[src/rtl/rr_arb_pkg.sv]
// ---------------------------------------------------------------------------
// rr_arb_pkg : shared types and sizes for the rr_arb8 round-robin arbiter
// Revision   : 1.0
// ---------------------------------------------------------------------------
`default_nettype none

package rr_arb_pkg;

    localparam int N_REQ = 8;
    localparam int IDX_W = 3;

    typedef enum logic [1:0] {
        IDLE  = 2'd0,
        GRANT = 2'd1,
        GAP   = 2'd2
    } state_t;

endpackage

`default_nettype wire

[src/rtl/rr_arb8_dec.sv]
// ---------------------------------------------------------------------------
// dec3to8_en : 3-to-8 one-hot decoder with enable, all zero when disabled
// Revision   : 1.0
// ---------------------------------------------------------------------------
`default_nettype none

module dec3to8_en
    import rr_arb_pkg::*;
(
    input  logic [IDX_W-1:0] i_idx,
    input  logic             i_en,
    output logic [N_REQ-1:0] o_onehot
);

    for (genvar i = 0; i < N_REQ; i++) begin : g_dec
        assign o_onehot[i] = i_en && (i_idx == IDX_W'(i));
    end

endmodule

`default_nettype wire

[src/rtl/rr_arb8.sv]
// ---------------------------------------------------------------------------
// rr_arb8  : 8-client round-robin arbiter with hold limit and break-before-make gap
// Revision : 1.0
// ---------------------------------------------------------------------------
`default_nettype none

module rr_arb8
    import rr_arb_pkg::*;
#(
    parameter int MAX_HOLD = 16,
    parameter int CNT_W    = 5
) (
    input  logic             clk,
    input  logic             rst_n,
    input  logic [N_REQ-1:0] req,
    input  logic             rel,
    output logic [N_REQ-1:0] gnt,
    output logic [IDX_W-1:0] gnt_idx,
    output logic             gnt_valid,
    output logic             timeout
);

    localparam logic [CNT_W-1:0] c_hold_last = (MAX_HOLD == 0) ? '0 : CNT_W'(MAX_HOLD - 1);

    state_t             state_q, state_d;
    logic [IDX_W-1:0]   ptr_q, ptr_d;
    logic [IDX_W-1:0]   idx_q, idx_d;
    logic               valid_q, valid_d;
    logic [CNT_W-1:0]   hold_q, hold_d;
    logic               timeout_q, timeout_d;
    logic               w_limit;
    logic               w_drop;

    // Rotate so that ptr+1 sits at bit 0, take the lowest set bit, rotate back.
    function automatic logic [IDX_W-1:0] rr_pick(input logic [N_REQ-1:0] r,
                                                 input logic [IDX_W-1:0] p);
        logic [2*N_REQ-1:0] dbl;
        logic [N_REQ-1:0]   rot;
        logic [IDX_W-1:0]   off;
        dbl = {r, r} >> ({1'b0, p} + 4'd1);
        rot = dbl[N_REQ-1:0];
        off = '0;
        for (int i = N_REQ - 1; i >= 0; i--) begin
            if (rot[i]) off = IDX_W'(i);
        end
        return p + IDX_W'(1) + off;
    endfunction

    assign w_limit = (MAX_HOLD != 0) && (hold_q == c_hold_last);
    assign w_drop  = !req[idx_q];

    always_comb begin
        state_d   = state_q;
        ptr_d     = ptr_q;
        idx_d     = idx_q;
        valid_d   = valid_q;
        hold_d    = hold_q;
        timeout_d = 1'b0;
        case (state_q)
            IDLE: begin
                if (|req) begin
                    idx_d   = rr_pick(req, ptr_q);
                    valid_d = 1'b1;
                    hold_d  = '0;
                    state_d = GRANT;
                end
            end
            GRANT: begin
                if (rel || w_drop || w_limit) begin
                    state_d   = GAP;
                    valid_d   = 1'b0;
                    ptr_d     = idx_q;
                    hold_d    = '0;
                    // Only a release caused solely by the hold limit counts as forced.
                    timeout_d = w_limit && !rel && !w_drop;
                end else begin
                    hold_d = hold_q + CNT_W'(1);
                end
            end
            GAP: begin
                state_d = IDLE;
            end
            default: begin
                state_d = IDLE;
                valid_d = 1'b0;
            end
        endcase
    end

    always_ff @(posedge clk or negedge rst_n) begin
        if (!rst_n) begin
            state_q   <= IDLE;
            ptr_q     <= IDX_W'(N_REQ - 1);
            idx_q     <= '0;
            valid_q   <= 1'b0;
            hold_q    <= '0;
            timeout_q <= 1'b0;
        end else begin
            state_q   <= state_d;
            ptr_q     <= ptr_d;
            idx_q     <= idx_d;
            valid_q   <= valid_d;
            hold_q    <= hold_d;
            timeout_q <= timeout_d;
        end
    end

    dec3to8_en u_dec (
        .i_idx    (idx_q),
        .i_en     (valid_q),
        .o_onehot (gnt)
    );

    assign gnt_idx   = idx_q;
    assign gnt_valid = valid_q;
    assign timeout   = timeout_q;

endmodule

`default_nettype wire
[config.mk]
export PLATFORM = sky130hd
export DESIGN_NAME = rr_arb8
export DESIGN_NICKNAME = d
export VERILOG_FILES = /design/src/rtl/rr_arb_pkg.sv /design/src/rtl/rr_arb8_dec.sv /design/src/rtl/rr_arb8.sv
export SDC_FILE = /design/constraint.sdc
export NUM_CORES = 1
export LEC_CHECK = 0
export ABC_AREA = 1
export BUFFER_PORTS_ARGS = -buffer_cell sky130_fd_sc_hd__buf_2
export CELL_PAD_IN_SITES_DETAIL_PLACEMENT = 1
export CELL_PAD_IN_SITES_GLOBAL_PLACEMENT = 1
export CORE_MARGIN = 2
export CORE_UTILIZATION = 35
export CTS_CLUSTER_DIAMETER = 40
export CTS_CLUSTER_SIZE = 14
export DETAILED_ROUTE_END_ITERATION = 10
export GPL_ROUTABILITY_DRIVEN = 0
export PLACE_DENSITY_LB_ADDON = 0.12
export SLEW_MARGIN = 20
export SYNTH_ARGS = -nofsm -noshare
export SYNTH_HDL_FRONTEND = slang
export SYNTH_SLANG_ARGS = --single-unit
[constraint.sdc]
create_clock -name clk -period 2.4 [get_ports clk]
set_clock_uncertainty 0.15 [all_clocks]
set_input_delay 0.48 -clock clk [delete_from_list [all_inputs] [get_ports clk]]
set_output_delay 0.48 -clock clk [all_outputs]
set_load 0.005 [all_outputs]
==> Word level (Yosys, flattened, before mapping) <==
Index checks and enable logic that the tools add are counted.
{ "op_classes": {"add_sub_neg": 4, "magnitude_cmp": 1, "shift": 1, "mux": 23, "bitwise_logic": 1, "eq_ne": 12, "n_reduce_logical": 23} }
{ "ops": {"columns": ["cell", "count"], "rows": [
  ["$mux W3", 10],
  ["$shr A16 B4 Y8", 1],
  ["$eq A3 B3 Y1 const B", 4],
  ["$logic_and A1 B1 Y1", 10],
  ["$mux W5", 2],
  ["$pmux W5 S2", 1],
  ["$reduce_and A2 Y1", 4],
  ["$reduce_or A8 Y1", 1],
  ["$eq A3 B2 Y1 const B", 2],
  ["$add A5 B1 Y5 const B", 1],
  ["$eq A5 B4 Y1 const B", 1],
  ["$mux W1", 5],
  ["$add A3 B1 Y4 const B", 1],
  ["$lt A3 B4 Y1 const B", 1],
  ["$mux W2", 2],
  ["$ne A2 B2 Y1 const B", 2],
  ["$pmux W2 S2", 1],
  ["$add A3 B1 Y3 const B", 1],
  ["$add A3 B3 Y3", 1],
  ["$bmux W1 S3", 1],
  ["$eq A3 B1 Y1 const B", 1],
  ["$logic_not A3 Y1", 1],
  ["$pmux W1 S3", 1],
  ["$reduce_and A3 Y1", 1],
  ["7 further kinds", 9]
]} }
{ "word_totals": {"word_cells": 71, "out_inout_bits": 13, "regBits": 15, "inputBits": 11} }

==> Depth between registers and ports, before layout <==
Gate-level depths: netlist of run 1.
{ "logic_depth": {"word_depth": 13, "ltp_mapped": 22, "ltp_nobuf": 21} }

==> Cells and area by module <==
From an unflattened synthesis of run 1, not the netlist that was laid out.
{ "unflattened": {"hier_cells": 211, "hier_area_um2": 1363.8} }
{ "by_module_without_submodules": {"columns": ["mod", "area_each_um2", "n_inst", "cells_per_inst", "seq_area_each_um2"], "rows": [
  ["rr_arb8", 1300.0, 1, 194, 379.1],
  ["dec3to8_en", 63.8, 1, 17, 0.0]
]} }

==> Least setup slack after synthesis of run 1 <==
OpenSTA, ideal clock, no wires.
{ "synth_timing": {"path_type": "reg-to-reg", "from": "reg ptr_q[1]", "to": "reg idx_q[2] (netlist: gnt_idx[2])", "t_required_ns": 2.133, "path_stages_with_launch": 21, "t_arrival_ns": 2.190, "period_less_slack_ns": 2.458, "n_path_buf": 1, "setup_time_ns": 0.117, "slack_ns": -0.058, "path_cell_list": "dfstp_2 buf_4 inv_4 nand3_2 nand2_2 nand2_1 nand2_1 nand2_1 nand2_1 nand2_1 nand2_1 nand2_1 nand2_1 nand2_1 ha_1 inv_1 fa_1 xor2_1 nand3_1 nand3_1 nand2_1"} }
{ "synth_via": {"elab_chain_len": 13, "word_cells_on_any_way": 14, "cone_classes": "add/sub (3); shift (1); mux (10)"} }
{ "synth_lines": {"columns": ["element", "line_no", "text"], "rows": [
  ["start: declaration", "rr_arb8.sv:26", "logic [IDX_W-1:0] ptr_q, ptr_d;"],
  ["start signal: assignment", "rr_arb8.sv:93", "ptr_q <= IDX_W'(N_REQ - 1);"],
  ["start signal: assignment", "rr_arb8.sv:100", "ptr_q <= ptr_d;"],
  ["$add A3 B1 Y4", "rr_arb8.sv:40", "dbl = {r, r} >> ({1'b0, p} + 4'd1);"],
  ["$shr A16 B4 Y8", "rr_arb8.sv:40", null],
  ["$mux W3 (8 in a row)", "rr_arb8.sv:44", "if (rot[i]) off = IDX_W'(i);"],
  ["$mux W3", "rr_arb8.sv:61", "if (|req) begin"],
  ["$mux W3", "rr_arb8.sv:59", "case (state_q)"],
  ["$add A3 B3 Y3 (*)", "rr_arb8.sv:46", "return p + IDX_W'(1) + off;"],
  ["end signal: assignment", "rr_arb8.sv:101", "idx_q <= idx_d;"],
  ["end: declaration", "rr_arb8.sv:27", "logic [IDX_W-1:0] idx_q, idx_d;"]
]} }
Every way passes the cells marked *; elsewhere a longest branch is shown, timed or not. The select of a mux whose other input is x is not followed.
A chain may end at the register's enable or synchronous reset.

==> Worst setup path in the final report of run 1 <==
{ "layout_timing": {"from": "reg ptr_q[0]", "to": "reg idx_q[2] (netlist: gnt_idx[2])"} }
The elaborated chain is that of the path after synthesis.

==> results of run 1 <==
-- routing by layer --
| metal | wire (um) | up-vias | track usage [%] |
|---|---|---|---|
| met3 | 135 | 7 | 3.167 |
| li1 | - | 778 | - |
| met4 | 48 | 0 | 6.122 |
| met5 | 0 | - | 0 |
| met1 | 2251 | 746 | 28.51 |
| met2 | 2331 | 28 | 37.13 |
-- final timing paths --
kind                            startpoint    endpoint
worst max-delay path              ptr_q[0]  gnt_idx[2]
worst min-delay path             hold_q[4]   hold_q[4]
worst max register to register    ptr_q[0]  gnt_idx[2]
worst min register to register   hold_q[4]   hold_q[4]
max in group asynchronous            rst_n    ptr_q[0]
min in group asynchronous            rst_n  state_q[1]
-- registers in the layout, indices dropped and copies added, names as in the netlist --
register and count:
gnt_idx 3, timeout 1, ptr_q 3, gnt_valid 1, state_q 2, hold_q 5
-- cells by family (layout without fill, tap and decap cells) --
group / after synthesis / count (layout) / synth area share [%]
AND/OR/NAND/NOR: 140 / 140 / 50.40
XOR/XNOR: 3 / 3 / 1.877
adder cells (fa/ha/maj): 4 / 4 / 4.111
buffers and inverters: 33 / 91 / 10.63
AO/OA/AOI/OAI: 14 / 14 / 5.898
flip-flops: 15 / 15 / 27.08
-- cells in the mapped netlist, drive strengths merged --
cell type	n	share of area, %
nand2	83	28
nand3	32	14
inv	29	8.5
nor2	20	6.1
dfrtp	12	21
o21ai	12	4.6
buf	3	1.9
dfstp	3	5.6
ha	3	2.7
nand4	3	1.3
xor2	3	1.9
a31oi	1	0.45
and3	1	0.45
clkinv	1	0.27
fa	1	1.4
o22ai	1	0.89
or2	1	0.45
-- tightest hold or removal path, cell delays in order (launching register included) --
cell	delay, ns
dfrtp_1	0.34
nand2_1	0.05
o21ai_1	0.06
-- repair_timing --
item	4_1_cts	5_1_grt
setup endpoints to repair	2	3
resized for setup	5	17
hold buffers	1	0
pin swaps	2	9
hold endpoints to repair	12	0
setup buffers	6	6
cloned	1	0
-- cell type report --
cell class                      count  area, um2  share of cell area [%]
Multi-Input combinational cell    161      959.7                   49.10
Sequential cell                    15      379.1                   19.40
Timing Repair Buffer               56      376.6                   19.27
Inverter                           30      122.6                   6.274
Tap cell                           48      60.06                   3.073
Clock buffer                        4      45.04                   2.305
Timing Repair inverter              1      11.26                  0.5762
-- metrics by stage --
stage	setup TNS, ns	hold slack [ns]	std cells	utilization, %
after floorplan	-0.003060	0.03441	209	-
after global placement	-0.2138	0.2464	297	45.99
after detailed placement	-0.4284	0.2517	297	45.99
after CTS	-0.4665	0.3563	309	49.23
after global routing	-0.9099	0.3950	315	52.21
final	-0.5771	0.3490	315	52.21
-- power by group through the flow --
| stage | sequential (mW) | combinational (mW) | clock (mW) |
|---|---|---|---|
| after floorplan | 0.429 | 1.19 | 0 |
| after global placement | 0.482 | 1.63 | 0 |
| after detailed placement | 0.487 | 1.70 | 0 |
| after CTS | 0.465 | 1.83 | 0.214 |
| after global routing | 0.476 | 2.28 | 0.228 |
| final | 0.461 | 2.04 | 0.206 |
==> run metrics, run 1 <==
die area roughly 0.0045 mm2; Yosys cell types 28; Post-Route WL roughly 4.8 mm; slowest CP cell dfstp_2; core area between 0.003 and 0.004 mm2; switching pwr roughly 1.4 mW; status complete, but fails checks; I/O Buffers 23; Die W roughly 67 um; CTS tree built; clock root cell clkbuf_8; global route overflow 0; maximum fanout along the worst path 4; # DRC 0; failing checks negative setup slack; dpl ws -0.2715 ns; kind of cell adding the most delay to the critical path flip-flops; cts bufs inserted 3; Final Cell Area between 0.0015 and 0.002 mm2; Max VDD drop 0.0007121 V; H-Tree Depth 1; Most common cell on crit path nand2_1; Comb pwr share about three quarters; Slew Limit Fails 0; Yosys Warn Count 0; Sw Share around half; Critical Path End Type register; Antenna diodes 0; final setup fails 2; post-layout min period between 2 and 3 ns; Total GRT Usage around 22%; sequential cell area fraction in the yosys report ~27%; Worst Setup Start Kind register; hold crit path type reg2reg; global-route wire length before repair 7.431 mm; count of maximum capacitance violations 0; Pint 1.320 mW; worst skew pair latency 0.25 ns; # fillers about 500; Synth Instances approximately 210; router iterations before antenna repair 4; Reg2Reg Setup Slack -0.36 ns; die height about 67 um; unrepaired setup endpoints after global routing true; drt wl/cell around 15 um; most common cell after layout, fill and taps aside nand2_1; Bufs on Longest Clock Path 2; ANT nets after route 0; Cell Area, Synth ~0.0014 mm2; fraction of layout cells with a size suffix above 1 between 40% and 50%; initial antenna violation count 0; Crit path required time around 2.4 ns; initial DRC count 76; CTS sink count 15; Crit path largest cell delay between 0.5 and 0.6 ns; Worst-path clk slew 0.06 ns; Slew Limit Headroom between 70% and 80%; CP arrival approximately 2.7 ns; fin crit share 114.9%; crit path cell chain buf_6, buf_6, inv_8, nand2_4, nand3_2, buf_4, nand3_1, nand2_1, o21ai_0, a31oi_1, fa_2, xor2_2, inv_1, nand2_1, nand3_1, nand2_1; Worst Max-Slew Pin Slew approximately 0.34 ns; vias per inst approximately 4.9; Initial Util a little under two fifths; std cell rows 22; Buffers & Inverters on Critical Path 5; register share of total power around 17%; Hold Path Depth 2; final setup margin -0.3579 ns; via count around 1.6k; total power about 2.7 mW; Crit Path Class reg2reg; P per Cell Area between 1000 and 1500 mW/mm2; nets between 200 and 300; CP Depth 16; DP HPWL roughly 3.4 mm; final hold violation count 0; most frequent cells in the layout nand2_1 (60), buf_4 (29), inv_1 (23), buf_2 (23), nor2_1 (18); reg2reg path depth 16; largest net degree at the start of global routing 16; IO Pins 24; flops & latches, synth 15; P&R area growth vs syn 39.59%; vias in the first global route between 1.5k and 2k; placed cell areas ~0.0017 mm2; Max Freq approximately 0.36 GHz; clock power share 7.6%; Leak between 1 and 1.5 nW; Mean Syn Cell Area approximately 6.7 um2; Post-Syn Nets around 220
Note: power is estimated with default switching activity, not from simulation.
==> run 2, diff against run 1 <==
SYNTH_HIERARCHICAL = 1   (was default)
==> run metrics, run 2 <==
DP HPWL 3.404 mm (-1.1%); final setup margin -0.3779 ns (-0.02004 ns); IO Pins 24 (unchanged); Die W 66.42 um (-1.2%); count leader, synth nand2_1; worst reg2reg path startpoint ptr_q[0]; count of maximum capacitance violations 0 (unchanged); Yosys cell types 28 (unchanged); synth cell count leaders nand2_1 (77), nand3_1 (28), inv_1 (21); Crit path required time 2.40 ns (about the same); hold wc startpoint rel; std cell rows 22 (unchanged); Sequential Area 379.1 um2 (unchanged); Hold Path End timeout; cts bufs inserted 3 (unchanged); Slew Limit Headroom 75.98% (-1.3 points); total power 2.749 mW (+1.4%); global route overflow 0 (unchanged); Hold WS 0.3565 ns (+0.007511 ns); post-layout min period 2.778 ns (+0.02004 ns); max reg flops 5 (unchanged); # DRC 0 (unchanged); Yosys Warn Count 6 (+6); fraction of layout cells with a size suffix above 1 41.35% (-1.7 points); Reg2Reg Setup Slack -0.38 ns (-0.02 ns); R2R Path End gnt_idx[2]; Mean Syn Cell Area 6.464 um2 (-3.5%); unrepaired setup endpoints after global routing true; flops & latches, synth 15 (unchanged); maximum fanout along the worst path 5 (+1); Leak 1.054 nW (-0.61%); Synth top area share 22.02% (+0.57 points); Slew Limit Fails 0 (unchanged); initial antenna violation count 0 (unchanged); most area-consuming cells after synthesis dfrtp_1 (22%), nand2_1 (21%), nand3_1 (10%); H-Tree Depth 1 (unchanged); CTS sink count 15 (unchanged); drt wl/cell 16.12 um (+6.5%); Max VDD drop 0.0006029 V (-15%); Post-Route WL 5.062 mm (+6.2%); initial DRC count 50 (-34%); clock root cell clkbuf_8; Bufs on Longest Clock Path 2 (unchanged); largest net degree at the start of global routing 16 (unchanged); global-route wire length before repair 7.783 mm (+4.7%); Worst Setup Start Kind register; most frequent cells in the layout nand2_1 (67), buf_4 (27), buf_2 (23); CTS tree built; reg2reg path depth 21 (+5); Hold Path Depth 4 (+2); Antenna diodes 0 (unchanged); via count 1595 (+2.3%); area leader, netlist dfrtp_1; Initial Util 36.70% (-0.70 points); fin crit share 115.7% (+0.84 points); ANT nets after route 0 (unchanged); failing checks negative setup slack; P&R area growth vs syn 43.94%; Max Freq 0.3600 GHz (-0.72%); area of the multi-input gates 0.001011 mm2 (+5.3%); die area 0.004412 mm2 (-2.4%); nets 282 (-0.35%); final setup fails 2 (unchanged); vias in the first global route 1672 (+5.0%); router iterations before antenna repair 4 (unchanged); Crit Path Class reg2reg; most common cell after layout, fill and taps aside nand2_1; Cell Area, Synth 0.001364 mm2 (-2.6%); ys flop type dfrtp_1; asr flop ratio synth 100.0% (unchanged); Final TNS setup -0.6984 ns (-0.1213 ns); Synth Instances 211 (+0.96%); # fillers 485 (-2.6%); hold crit path type in2reg; worst skew pair latency 0.25 ns (about the same); Largest Register hold_q; die height 66.42 um (-1.2%); Critical Path End Type register; CP arrival 2.78 ns (+0.04 ns); final hold violation count 0 (unchanged); vias per inst 5.080 (+2.6%); EDFF count, synth 0 (unchanged); Worst-path clk slew 0.07 ns (about the same); Post-Syn Nets 226 (+0.89%); core area 0.003716 mm2 (-0.74%); Total GRT Usage 23.05% (+1.3 points); P per Cell Area 1400 mW/mm2 (+0.94%); I/O Buffers 23 (unchanged); sequential cell area fraction in the yosys report 27.80% (+0.72 points); Worst Max-Slew Pin Slew 0.3603 ns (+0.01981 ns); status complete, but fails checks
-- run 2: changes by cell type after synthesis, moves of 3 or more --
cell | previous run | this run
nand3_2 | 8 | 5
nand2_1 | 64 | 77
nand3_1 | 24 | 28
inv_1 | 24 | 21
nand2_2 | 13 | 10
-- run 2: layer usage --
layer / part of all wire [%] / vias to the layer above / GRT usage, % / wire (um)
met5: 0 / - / 0 / 0
li1: - / 786 / - / -
met2: 55 / 23 / 45.63 / 2767
met4: 2.9 / 0 / 6.888 / 149
met3: 1.4 / 12 / 1.704 / 71
met1: 41 / 774 / 25.63 / 2074
-- run 2: worst max-delay path, cell delays in order (launching register included) --
cell     delay, ns
dfstp_2       0.58
buf_12        0.14
inv_6         0.06
nand2_4       0.09
nand3_4       0.08
nand3_2       0.08
nand2_2       0.07
inv_1         0.08
nand2_1       0.06
nand2_1       0.08
nand2_1       0.05
nand2_1       0.05
nand2_1       0.05
nand2_1       0.06
ha_1          0.15
inv_2         0.04
fa_2          0.39
xnor2_2       0.15
inv_1         0.06
nand3_1       0.08
nand3_1       0.07
nand2_1       0.05
-- run 2: worst max path at each step --
stage | from | endpoint | cells past startpoint
floorplan | ptr_q[0] | gnt_idx[2] | 21
global placement | ptr_q[0] | gnt_idx[2] | 20
detailed placement | ptr_q[0] | gnt_idx[2] | 20
CTS | ptr_q[0] | gnt_idx[1] | 18
global route | ptr_q[0] | gnt_idx[2] | 21
finish | ptr_q[0] | gnt_idx[2] | 21
-- run 2: kinds of logic after synthesis --
kind of cell / Yosys count / share of synthesized area, %
AO/OA/AOI/OAI: 13 / 5.413
flip-flops: 15 / 27.80
XOR/XNOR: 3 / 1.927
AND/OR/NAND/NOR: 148 / 51.38
buffers and inverters: 28 / 9.265
adder cells (fa/ha/maj): 4 / 4.221
-- run 2: power by group --
part / switching [mW] / leakage, nW / internal, mW
logic: 1.23 / 0.842 / 0.823
clock network: 0.0992 / 0.0255 / 0.115
registers: 0.128 / 0.187 / 0.357
total: 1.45 / 1.05 / 1.30
-- run 2: repair_timing --
item                                    in CTS  in global routing
endpoints found under the hold margin       12                  0
cloned                                       1                  0
endpoints found under the setup margin       2                  3
hold buffers                                 1                  0
gates resized for setup                      6                 30
pin swaps                                    1                 15
buffers inserted                             4                  7
-- run 2: cell type report --
type                       count  area share [%]
multi-input combinational    168           51.50
sequential                    15           19.31
timing repair buffer          53           18.29
inverter                      25           5.290
tap                           48           3.059
clock buffer                   3           2.103
clock inverter                 1          0.2549
timing repair inverter         1          0.1912
-- run 2: metrics by stage --
stage               instance area [um2]  cells  setup WS, ns  util (%)
floorplan                          1374    211      -0.01244         -
global placement                   1654    297       -0.1631     44.51
detailed placement                 1654    297       -0.3495     44.51
CTS                                1782    307       -0.2542     47.95
global route                       1963    314       -0.5705     52.83
finish                             1963    314       -0.3779     52.83
==> run 3, diff against run 2 <==
BUFFER_PORTS_ARGS = default   (was -buffer_cell sky130_fd_sc_hd__buf_2)
DONT_BUFFER_PORTS = 1   (was default)
==> run metrics, run 3 (same netlist as run 2, synthesis figures left out) <==
DP HPWL 3.009 mm (-12%); via count 1410 (-12%); std cell rows 22 (unchanged); initial antenna violation count 0 (unchanged); kind of cell adding the most delay to the critical path simple AND/OR/NAND/NOR gates; global-route wire length before repair 6.686 mm (-14%); fraction of layout cells with a size suffix above 1 34.05% (-7.3 points); IO Pins 24 (unchanged); nets 248 (-12%); Most common cell on crit path nand2_1; drt wl/cell 15.10 um (-6.4%); failing checks negative setup slack; Leak 0.9012 nW (-15%); largest net degree at the start of global routing 16 (unchanged); post-layout min period 2.713 ns (-0.06490 ns); router iterations before antenna repair 4 (unchanged); GRT met2 Usage 35.13% (-10 points); Bufs on Longest Clock Path 2 (unchanged); # fillers 498 (+2.7%); status complete, but fails checks; Top Usage Layer GRT met2; CTS tree built; Worst Setup Start Kind register; final setup margin -0.3130 ns (+0.06490 ns); max reg flops 5 (unchanged); Post-Route WL 4.227 mm (-16%); Largest Register hold_q; Worst Max-Slew Pin Slew 0.6546 ns (+0.2943 ns); Initial Util 36.70% (unchanged); vias in the first global route 1444 (-14%); area of the multi-input gates 994.7 um2 (-1.6%); Slew Limit Headroom 56.21% (-20 points); worst setup path startpoint ptr_q[0]; ANT nets after route 0 (unchanged); vias per inst 5.036 (-0.86%); total power 2.522 mW (-8.3%); Worst-path clk slew 0.06 ns (about the same); Crit path required time 2.39 ns (about the same); final setup fails 2 (unchanged); Die W 66.42 um (unchanged); count of maximum capacitance violations 0 (unchanged); Hold WS 0.2372 ns (-0.1193 ns); GR met1 Demand/Resource 23.97% (-1.7 points); Max Freq 0.3686 GHz (+2.4%); Buffers & Inverters on Critical Path 3 (-2); most frequent cells in the layout nand2_1 (65), inv_1 (20), nor2_1 (18), nand3_1 (18); die area 0.004412 mm2 (unchanged); crit path cell chain clkinv_4, nand2_4, nand3_2, nand3_1, nand2_1, nand2_1, nand2_1, nand2_1, nand2_1, nand2_1, nand2_1, nand2_1, ha_2, inv_2, fa_2, xnor2_2, inv_1, nand3_1, nand3_1, nand2_1; Max VDD drop 0.0005222 V (-13%); Crit path largest cell delay 0.62 ns (+0.04 ns); worst reg2reg path startpoint ptr_q[0]; worst skew pair latency 0.25 ns (about the same); final hold violation count 0 (unchanged); Antenna diodes 0 (unchanged); Total GRT Usage 19.59% (-3.5 points); GR Util met3 2.215% (+0.51 points); hold crit path type in2reg; most common cell after layout, fill and taps aside nand2_1; Crit Path Class reg2reg; CP arrival 2.70 ns (-0.08 ns); Slew Limit Fails 0 (unchanged); Final TNS setup -0.6128 ns (+0.08561 ns); CTS sink count 15 (unchanged); slowest CP cell dfstp_2; Sequential Area 379.1 um2 (unchanged); unrepaired setup endpoints after global routing true; die height 66.42 um (unchanged); fin crit share 113.0% (-2.7 points); I/O Buffers 0 (-100%); cts bufs inserted 3 (unchanged); Critical Path End Type register; core area 0.003716 mm2 (unchanged); H-Tree Depth 1 (unchanged); P per Cell Area 1442 mW/mm2 (+3.0%); hold wc startpoint rel; maximum fanout along the worst path 5 (unchanged); # DRC 0 (unchanged); clock root cell clkbuf_8; global route overflow 0 (unchanged); P&R area growth vs syn 28.26%; initial DRC count 99 (+98%)
-- run 3: changes by cell type in the layout (fill, tap and decap cells not counted), moves of 2 or more --
cell,delta
buf_2,-23
buf_4,-11
nand2_1,-2
nand3_2,+3
nand3_4,-4
-- run 3: layout make-up --
class                   count  area share [%]
repair buffers             19           9.227
flip-flops and latches     15           21.67
clock buffers               3           2.361
well taps                  48           3.433
repair inverters            1          0.2146
inverters                  25           5.937
clock inverters             1          0.2861
multi-input cells         168           56.87
-- run 3: what timing repair did --
action                                 CTS  global route
setup endpoints to repair                2             3
hold buffers                             1             0
resized for setup                        6            32
pin swaps                                0            10
endpoints found under the hold margin   15             0
cloned                                   1             0
buffers inserted                         5             4
-- run 3: final timing paths --
path,slack (ns),endpoint,cells past startpoint
min in group asynchronous,0.55,state_q[0],1
hold reg to reg,0.39,hold_q[4],2
max in group asynchronous,1.13,hold_q[3],1
setup reg to reg,-0.31,gnt_idx[2],20
hold / removal,0.24,timeout,3
setup / recovery,-0.31,gnt_idx[2],20
-- run 3: per-layer routing --
layer,wire (um),vias up
li1,-,706
met1,1764,683
met3,79,8
met4,74,0
met2,2309,13
met5,0,-
-- run 3: worst min-delay path, stage by stage --
cell and delay (ns):
nor2_4 0.03, inv_1 0.05, nor3_1 0.04
-- run 3: metrics by stage --
stage	instances	instance area (um2)	worst slack (ns)	utilization [%]
2_1_floorplan	211	1374	-0.01244	-
3_3_place_gp	265	1471	-0.1676	39.60
3_5_place_dp	265	1471	-0.2900	39.60
4_1_cts	276	1588	-0.2267	42.73
5_1_grt	280	1749	-0.5138	47.07
6_report	280	1749	-0.3130	47.07
-- run 3: report_power, final --
group          total [mW]  internal (mW)  switching [mW]
clock network       0.202          0.115          0.0868
registers           0.496          0.357           0.139
logic                1.82          0.732            1.09
total                2.52           1.20            1.32
